==> src/rtl/acc_alu_seq_pkg.sv <==
// Shared types for the accumulator ALU: extended op codes, control states
// and the core bus source select used by the surrounding datapath.
package acc_alu_seq_pkg;

  typedef enum logic [3:0] {
    OP_CLR  = 4'h0,
    OP_PASS = 4'h1,
    OP_ADD  = 4'h2,
    OP_SUB  = 4'h3,
    OP_MUL  = 4'h4,
    OP_INC  = 4'h5,
    OP_DEC  = 4'h6,
    OP_SHL  = 4'h7,
    OP_SHR  = 4'h8,
    OP_IDLE = 4'hF
  } alu_op_ext_t;

  typedef enum logic {
    ST_IDLE = 1'b0,
    ST_MUL  = 1'b1
  } alu_state_t;

  typedef enum logic [1:0] {
    BUS_SEL_MEM = 2'd0,
    BUS_SEL_PC  = 2'd1,
    BUS_SEL_IR  = 2'd2,
    BUS_SEL_AC  = 2'd3
  } bus_in_sel_t;

endpackage

==> src/rtl/acc_alu_seq_if.sv <==
// Op request / result bundle between the control unit (master) and the
// accumulator ALU (slave).
interface acc_alu_seq_if
  import acc_alu_seq_pkg::*;
#(
  parameter int WIDTH = 12
);
  logic                             op_valid;
  logic                             op_ready;
  logic [$bits(alu_op_ext_t)-1:0]   op;
  logic [WIDTH-1:0]                 bus_in;
  logic                             flush;
  logic [WIDTH-1:0]                 ac;
  logic                             done;
  logic                             z_flag;
  logic                             c_flag;
  logic                             v_flag;

  modport master (
    output op_valid, op, bus_in, flush,
    input  op_ready, ac, done, z_flag, c_flag, v_flag
  );

  modport slave (
    input  op_valid, op, bus_in, flush,
    output op_ready, ac, done, z_flag, c_flag, v_flag
  );
endinterface

==> src/rtl/acc_alu_seq_mul.sv <==
// Iterative shift-add multiplier: one multiplier bit per clock, WIDTH clocks
// per product. result_o/done_o show the product completing on this edge.
module seq_mul_shift_add
  import acc_alu_seq_pkg::*;
#(
  parameter int WIDTH = 12,
  parameter int CNT_W = $clog2(WIDTH + 1)
) (
  input  logic                 clk,
  input  logic                 rstN,
  input  logic                 start_i,
  input  logic                 flush_i,
  input  logic [WIDTH-1:0]     multiplicand_i,
  input  logic [WIDTH-1:0]     multiplier_i,
  output logic [2*WIDTH-1:0]   result_o,
  output logic                 busy_o,
  output logic                 done_o
);

  logic                 busy_q;
  logic [CNT_W-1:0]     cnt_q;
  logic [2*WIDTH-1:0]   mcand_q;
  logic [WIDTH-1:0]     mplier_q;
  logic [2*WIDTH-1:0]   prod_q;
  logic [2*WIDTH-1:0]   prod_d;

  always_comb begin
    prod_d = prod_q + (mplier_q[0] ? mcand_q : '0);
  end

  assign result_o = prod_d;
  assign busy_o   = busy_q;
  assign done_o   = busy_q && !flush_i && (cnt_q == CNT_W'(1));

  // A start only arrives while idle, so it never collides with an active flush.
  always_ff @(posedge clk or negedge rstN) begin
    if (!rstN) begin
      busy_q   <= 1'b0;
      cnt_q    <= '0;
      mcand_q  <= '0;
      mplier_q <= '0;
      prod_q   <= '0;
    end else if (start_i) begin
      busy_q   <= 1'b1;
      cnt_q    <= CNT_W'(WIDTH);
      mcand_q  <= {{WIDTH{1'b0}}, multiplicand_i};
      mplier_q <= multiplier_i;
      prod_q   <= '0;
    end else if (busy_q) begin
      if (flush_i) begin
        busy_q <= 1'b0;
      end else begin
        prod_q   <= prod_d;
        mcand_q  <= {mcand_q[2*WIDTH-2:0], 1'b0};
        mplier_q <= {1'b0, mplier_q[WIDTH-1:1]};
        cnt_q    <= cnt_q - CNT_W'(1);
        if (cnt_q == CNT_W'(1)) begin
          busy_q <= 1'b0;
        end
      end
    end
  end

endmodule

==> src/rtl/acc_alu_seq.sv <==
// Accumulator ALU: single-cycle ops commit on the accepting edge, MUL runs
// on the iterative multiplier and commits WIDTH edges later.
module acc_alu_seq
  import acc_alu_seq_pkg::*;
#(
  parameter int WIDTH = 12
) (
  input  logic          clk,
  input  logic          rstN,
  acc_alu_seq_if.slave  bus
);

  localparam int CNT_W = $clog2(WIDTH + 1);

  alu_state_t           state_q;
  logic [WIDTH-1:0]     ac_q;
  logic                 done_q;
  logic                 z_q;
  logic                 c_q;
  logic                 v_q;

  logic [WIDTH-1:0]     ac_d;
  logic                 c_d;
  logic                 writes_ac;
  logic [WIDTH:0]       wide;
  logic                 accept;
  logic                 mul_start;
  logic                 mul_busy;
  logic                 mul_done;
  logic [2*WIDTH-1:0]   mul_result;

  assign bus.op_ready = (state_q == ST_IDLE) && !mul_busy;
  assign bus.ac       = ac_q;
  assign bus.done     = done_q;
  assign bus.z_flag   = z_q;
  assign bus.c_flag   = c_q;
  assign bus.v_flag   = v_q;

  assign accept    = bus.op_valid && bus.op_ready;
  assign mul_start = accept && (bus.op == OP_MUL);

  seq_mul_shift_add #(
    .WIDTH (WIDTH),
    .CNT_W (CNT_W)
  ) u_mul (
    .clk            (clk),
    .rstN           (rstN),
    .start_i        (mul_start),
    .flush_i        (bus.flush),
    .multiplicand_i (ac_q),
    .multiplier_i   (bus.bus_in),
    .result_o       (mul_result),
    .busy_o         (mul_busy),
    .done_o         (mul_done)
  );

  // Single-cycle results; the extra top bit of 'wide' is the carry/borrow.
  always_comb begin
    ac_d      = ac_q;
    c_d       = c_q;
    writes_ac = 1'b0;
    wide      = '0;
    case (bus.op)
      OP_CLR: begin
        ac_d      = '0;
        writes_ac = 1'b1;
      end
      OP_PASS: begin
        ac_d      = bus.bus_in;
        writes_ac = 1'b1;
      end
      OP_ADD: begin
        wide      = {1'b0, ac_q} + {1'b0, bus.bus_in};
        ac_d      = wide[WIDTH-1:0];
        c_d       = wide[WIDTH];
        writes_ac = 1'b1;
      end
      OP_SUB: begin
        wide      = {1'b0, ac_q} - {1'b0, bus.bus_in};
        ac_d      = wide[WIDTH-1:0];
        c_d       = wide[WIDTH];
        writes_ac = 1'b1;
      end
      OP_INC: begin
        wide      = {1'b0, ac_q} + (WIDTH+1)'(1);
        ac_d      = wide[WIDTH-1:0];
        c_d       = wide[WIDTH];
        writes_ac = 1'b1;
      end
      OP_DEC: begin
        wide      = {1'b0, ac_q} - (WIDTH+1)'(1);
        ac_d      = wide[WIDTH-1:0];
        c_d       = wide[WIDTH];
        writes_ac = 1'b1;
      end
      OP_SHL: begin
        ac_d      = {ac_q[WIDTH-2:0], 1'b0};
        c_d       = ac_q[WIDTH-1];
        writes_ac = 1'b1;
      end
      OP_SHR: begin
        ac_d      = {1'b0, ac_q[WIDTH-1:1]};
        c_d       = ac_q[0];
        writes_ac = 1'b1;
      end
      default: begin
      end
    endcase
  end

  // Undefined and IDLE codes still pulse done so the control unit never stalls.
  always_ff @(posedge clk or negedge rstN) begin
    if (!rstN) begin
      state_q <= ST_IDLE;
      ac_q    <= '0;
      done_q  <= 1'b0;
      z_q     <= 1'b1;
      c_q     <= 1'b0;
      v_q     <= 1'b0;
    end else begin
      done_q <= 1'b0;
      case (state_q)
        ST_IDLE: begin
          if (accept) begin
            if (bus.op == OP_MUL) begin
              state_q <= ST_MUL;
            end else begin
              ac_q   <= ac_d;
              c_q    <= c_d;
              done_q <= 1'b1;
              if (writes_ac) begin
                z_q <= (ac_d == '0);
              end
            end
          end
        end
        ST_MUL: begin
          if (bus.flush) begin
            state_q <= ST_IDLE;
          end else if (mul_done) begin
            ac_q    <= mul_result[WIDTH-1:0];
            v_q     <= |mul_result[2*WIDTH-1:WIDTH];
            z_q     <= (mul_result[WIDTH-1:0] == '0);
            done_q  <= 1'b1;
            state_q <= ST_IDLE;
          end
        end
        default: state_q <= ST_IDLE;
      endcase
    end
  end

endmodule

==> src/flat_wrapper.sv <==
// flat-port wrapper written by rule: the top's interface ports become plain ports
module acc_alu_seq_flat import acc_alu_seq_pkg::*;
#(
  parameter int WIDTH = 12
)
  (clk, rstN, bus_op_valid, bus_op, bus_bus_in, bus_flush, bus_op_ready, bus_ac, bus_done, bus_z_flag, bus_c_flag, bus_v_flag);
  acc_alu_seq_if #(.WIDTH(WIDTH)) bus_i ();
  input  logic clk;
  input  logic rstN;
  input wire logic [$bits(bus_i.op_valid)-1:0] bus_op_valid;
  input wire logic [$bits(bus_i.op)-1:0] bus_op;
  input wire logic [$bits(bus_i.bus_in)-1:0] bus_bus_in;
  input wire logic [$bits(bus_i.flush)-1:0] bus_flush;
  output wire logic [$bits(bus_i.op_ready)-1:0] bus_op_ready;
  output wire logic [$bits(bus_i.ac)-1:0] bus_ac;
  output wire logic [$bits(bus_i.done)-1:0] bus_done;
  output wire logic [$bits(bus_i.z_flag)-1:0] bus_z_flag;
  output wire logic [$bits(bus_i.c_flag)-1:0] bus_c_flag;
  output wire logic [$bits(bus_i.v_flag)-1:0] bus_v_flag;
  assign bus_i.op_valid = bus_op_valid;
  assign bus_i.op = bus_op;
  assign bus_i.bus_in = bus_bus_in;
  assign bus_i.flush = bus_flush;
  assign bus_op_ready = bus_i.op_ready;
  assign bus_ac = bus_i.ac;
  assign bus_done = bus_i.done;
  assign bus_z_flag = bus_i.z_flag;
  assign bus_c_flag = bus_i.c_flag;
  assign bus_v_flag = bus_i.v_flag;
  acc_alu_seq #(.WIDTH(WIDTH)) u_core (.clk(clk), .rstN(rstN), .bus(bus_i));
endmodule
==> config.mk <==
export PLATFORM = sky130hd
export DESIGN_NAME = acc_alu_seq_flat
export DESIGN_NICKNAME = d
export VERILOG_FILES = /design/src/rtl/acc_alu_seq_pkg.sv /design/src/rtl/acc_alu_seq_if.sv /design/src/rtl/acc_alu_seq_mul.sv /design/src/rtl/acc_alu_seq.sv /design/src/flat_wrapper.sv
export SDC_FILE = /design/constraint.sdc
export NUM_CORES = 1
export LEC_CHECK = 0
export CAP_MARGIN = 20
export CORE_MARGIN = 4
export CORE_UTILIZATION = 50
export DETAILED_ROUTE_END_ITERATION = 10
export HOLD_SLACK_MARGIN = 0.06
export PLACE_DENSITY = 0.68
export SLEW_MARGIN = 30
export SYNTH_ARGS = -nofsm -noshare
export SYNTH_HDL_FRONTEND = slang
export SYNTH_SLANG_ARGS = --single-unit
==> constraint.sdc <==
create_clock -name clk -period 7.3 [get_ports clk]
set_input_delay 1.46 -clock clk [delete_from_list [all_inputs] [get_ports clk]]
set_output_delay 1.46 -clock clk [all_outputs]
set_load 0.05 [all_outputs]
==> impl_metrics.csv <==
group,metric,value,unit
placed_design,gp_congestion,1.05,
timing,fin_crit_sh,67.9,%
timing,slew_viol_final,0,
route,wl,21.2,mm
critical_path,critical-path-max-stage-delay,0.58,ns
pwr,peakVddDrop,193,µV
route,vias,7029,
final_layout,antenna_cells,0,
pwr,swShare,44.1,%
yosys,synth-edff-count,0,
route,first_pass_iters,5,
timing,hold_viol_final,0,
critical_path,critPathBufInv,2,
final_layout,layout_commonest_cell,"nand2_1",
final_layout,num-fill-cells,1355,
pwr,clkPwrFrac,21.7,%
critical_path,crit_chain,"clkdlybuf4s50_1 -> nor2b_2 -> buf_4 -> and3_1 -> a21o_1 -> o21ai_0 -> or4_1 -> nor3_1 -> and4b_1 -> or4b_1 -> o211ai_2",
critical_path,required,7.57,ns
yosys,synth-xor-area-share,3.64,%
final_layout,final_util,56.9,%
timing,rsz0062_at_grt,"no",
floorplan,die_width,128,µm
clock_network,cts_setup_buffers,0,
route,ant_nets,0,
route,viasPerCell,6.29,
yosys,yosysUniqueCellTypes,76,
clock_network,htreeDepth,3,
worst_hold_path,hold_class,"reg2reg",
global_routing,grt_max_degree,83,
yosys,yosys_warnings,0,
critical_path,start_kind,"primary input",
pwr,power_density,263,nW/µm²
pwr,power,2.09,mW
floorplan,dieArea,16400,µm²
pwr,switchingPower,0.923,mW
global_routing,grt_pass1_wl,34.8,mm
timing,fmax,202,MHz
timing,timing.hold.ws,0.480,ns
yosys,synth.avg_cell_area,7.71,µm²
placed_design,pre_cts_slack,2.08,ns
placed_design,dpl_cell_area,7640,µm²
timing,max_slew_margin,48.2,%
pwr,p_leak,3.48,nW
critical_path,cp_slowest_cell,"a21o_1",
route,drt_iter0_markers,556,
yosys,synthCells,937,
timing,worst_clock_skew,0.00798,ns
critical_path,crit_type,"in2reg",
floorplan,initial_core_util,51.6,%
timing,fin_ws,2.35,ns
yosys,synth_fa_ha_area_share,9.67,%
floorplan,ios,37,
yosys,synth-compound-area-share,25.6,%
yosys,synthFlopType,"dfrtp_1",
yosys,synth-seq-cells,82,
clock_network,cts_root_buf,"clkbuf_16",
critical_path,crit_arrival,5.22,ns
final_layout,drive_above_1_share,4.90,%
global_routing,track_usage,26.4,%
global_routing,overflow,0,
final_layout,finalInstanceArea,7950,µm²
clock_network,cts_buffer_depth,2,
pwr,pwr-share-seq,34.9,%
global_routing,first_global_vias,6589,
placed_design,hpwl,15.4,mm
yosys,synth_top_family_by_area,"simple AND/OR/NAND/NOR gates",
route,drc,0,
clock_network,postCtsHoldBufs,0,
global_routing,antenna_found_initial,0,
placed_design,placed_cells,1102,
placed_design,io_buffers,36,
floorplan,num_rows,43,
yosys,syn_area,7220,µm²
critical_path,crit_fanout,42,
clock_network,insertion_delay,0.34,ns
route,wl_per_cell,18.9,µm
final_layout,final_cell_mix,"nand2_1 (135), dfrtp_1 (81), o21ai_0 (78), a21oi_1 (67), nor2_1 (56)",
clock_network,cts_resized,0,
final_layout,synthToLayoutAreaGrowth,10.2,%
pwr,internal_power,1.17,mW
timing,worstMarginPinSlew,0.774,ns
timing,setup-violations-final,0,
critical_path,critPathCaptureType,"flip-flop",
yosys,yosys.area_share.simple,25.6,%
job,drv_cap,0,
yosys,synthMuxAreaShare,1.39,%
critical_path,path_delay_family,"simple AND/OR/NAND/NOR gates",
yosys,synth-seq-area-share,28.4,%
clock_network,cts_tree,"yes",
clock_network,clk_pin_slew,0.06,ns
yosys,async_flop_share,100,%
final_layout,instances_no_fill,1118,
floorplan,core,14000,µm²
yosys,syn_nets,1011,
clock_network,clock_sinks,82,
timing,min_period,4.95,ns
timing,fin_tns_setup,0,ns
pwr,pwr-share-comb,43.4,%
outcome,outcome,"completed",
floorplan,die_h,128,µm
final_layout,num-nets-final,1007,
clock_network,numCtsBuffers,9,
-- cell families after synthesis --
logic type | count (synthesis)
mux | 10
xor+xnor | 30
fa+ha+maj | 54
compound gates | 284
flops | 82
buf+inv | 102
simple gates | 375
-- tightest hold or removal path, cell delays in order, from the launching register on --
cell and delay [ns]:
dfrtp_1 0.34, nand2_1 0.05, nand2_1 0.06
-- state kept, by name (all words and copies together) (netlist names) --
| signal | cells |
|---|---|
| u_core.bus.ac | 12 |
| u_core.bus.c_flag | 1 |
| u_core.bus.done | 1 |
| u_core.bus.v_flag | 1 |
| u_core.bus.z_flag | 1 |
| u_core.state_q | 1 |
| u_core.u_mul.busy_o | 1 |
| u_core.u_mul.cnt_q | 4 |
| u_core.u_mul.mcand_q | 24 |
| u_core.u_mul.mplier_q | 12 |
| u_core.u_mul.prod_q | 24 |
-- Yosys cell counts, types with 10 or more instances --
library cell  number  area share [%]
nand2_1          136             7.1
dfrtp_1           81              28
o21ai_0           78             5.4
a21oi_1           67             4.6
nor2_1            57             3.0
ha_1              51             8.8
clkbuf_1          45             2.3
nand3_1           44             3.0
inv_1             38             2.0
a22oi_1           27             2.8
and2_1            24             2.1
nor3_1            23             1.6
xor2_1            19             2.3
nor2b_1           16             1.4
and3_1            14             1.2
a31oi_1           12             1.0
xnor2_1           11             1.3
a21o_1            10             1.0
mux2i_1           10             1.4
or3_1             10            0.87
-- routing by layer --
metal  global-route usage, %  vias up  routed length [µm]
li1                        -     3401                   -
met3                    5.21       29                1530
met1                    38.5     3326                9860
met2                    40.2      273                9290
met5                       0        -                   0
met4                    6.87        0                 507
-- area by class of cell --
class | instances | area (µm²) | share of cell area, %
Multi-Input combinational cell | 753 | 4780 | 60.1
Sequential cell | 82 | 2050 | 25.8
Timing Repair Buffer | 47 | 444 | 5.58
Clock buffer | 12 | 246 | 3.10
Tap cell | 180 | 225 | 2.83
Inverter | 40 | 150 | 1.89
Clock inverter | 4 | 51.3 | 0.645
-- power groups by stage --
stage / Sequential, mW / Combinational [mW] / Clock, mW
final: 0.731 / 0.908 / 0.454
after floorplan: 0.720 / 0.615 / 0
after global routing: 0.748 / 1.00 / 0.484
after global placement: 0.733 / 0.887 / 0
after detailed placement: 0.734 / 0.889 / 0
after CTS: 0.726 / 0.895 / 0.462
-- final timing paths --
| check | slack, ns | to | cells past startpoint | startpoint |
|---|---|---|---|---|
| worst max-delay path | 2.35 | u_core.bus.z_flag | 11 | bus_flush |
| worst min-delay path | 0.48 | u_core.u_mul.mplier_q[4] | 2 | u_core.u_mul.mplier_q[4] |
| worst max register to register | 3.42 | u_core.bus.z_flag | 11 | u_core.u_mul.cnt_q[1] |
| worst min register to register | 0.48 | u_core.u_mul.mplier_q[4] | 2 | u_core.u_mul.mplier_q[4] |
| max in group asynchronous | 5.64 | u_core.u_mul.mplier_q[10] | 1 | rstN |
| min in group asynchronous | 1.15 | u_core.u_mul.mcand_q[17] | 1 | rstN |
Note: power is estimated with default switching activity, not from simulation.
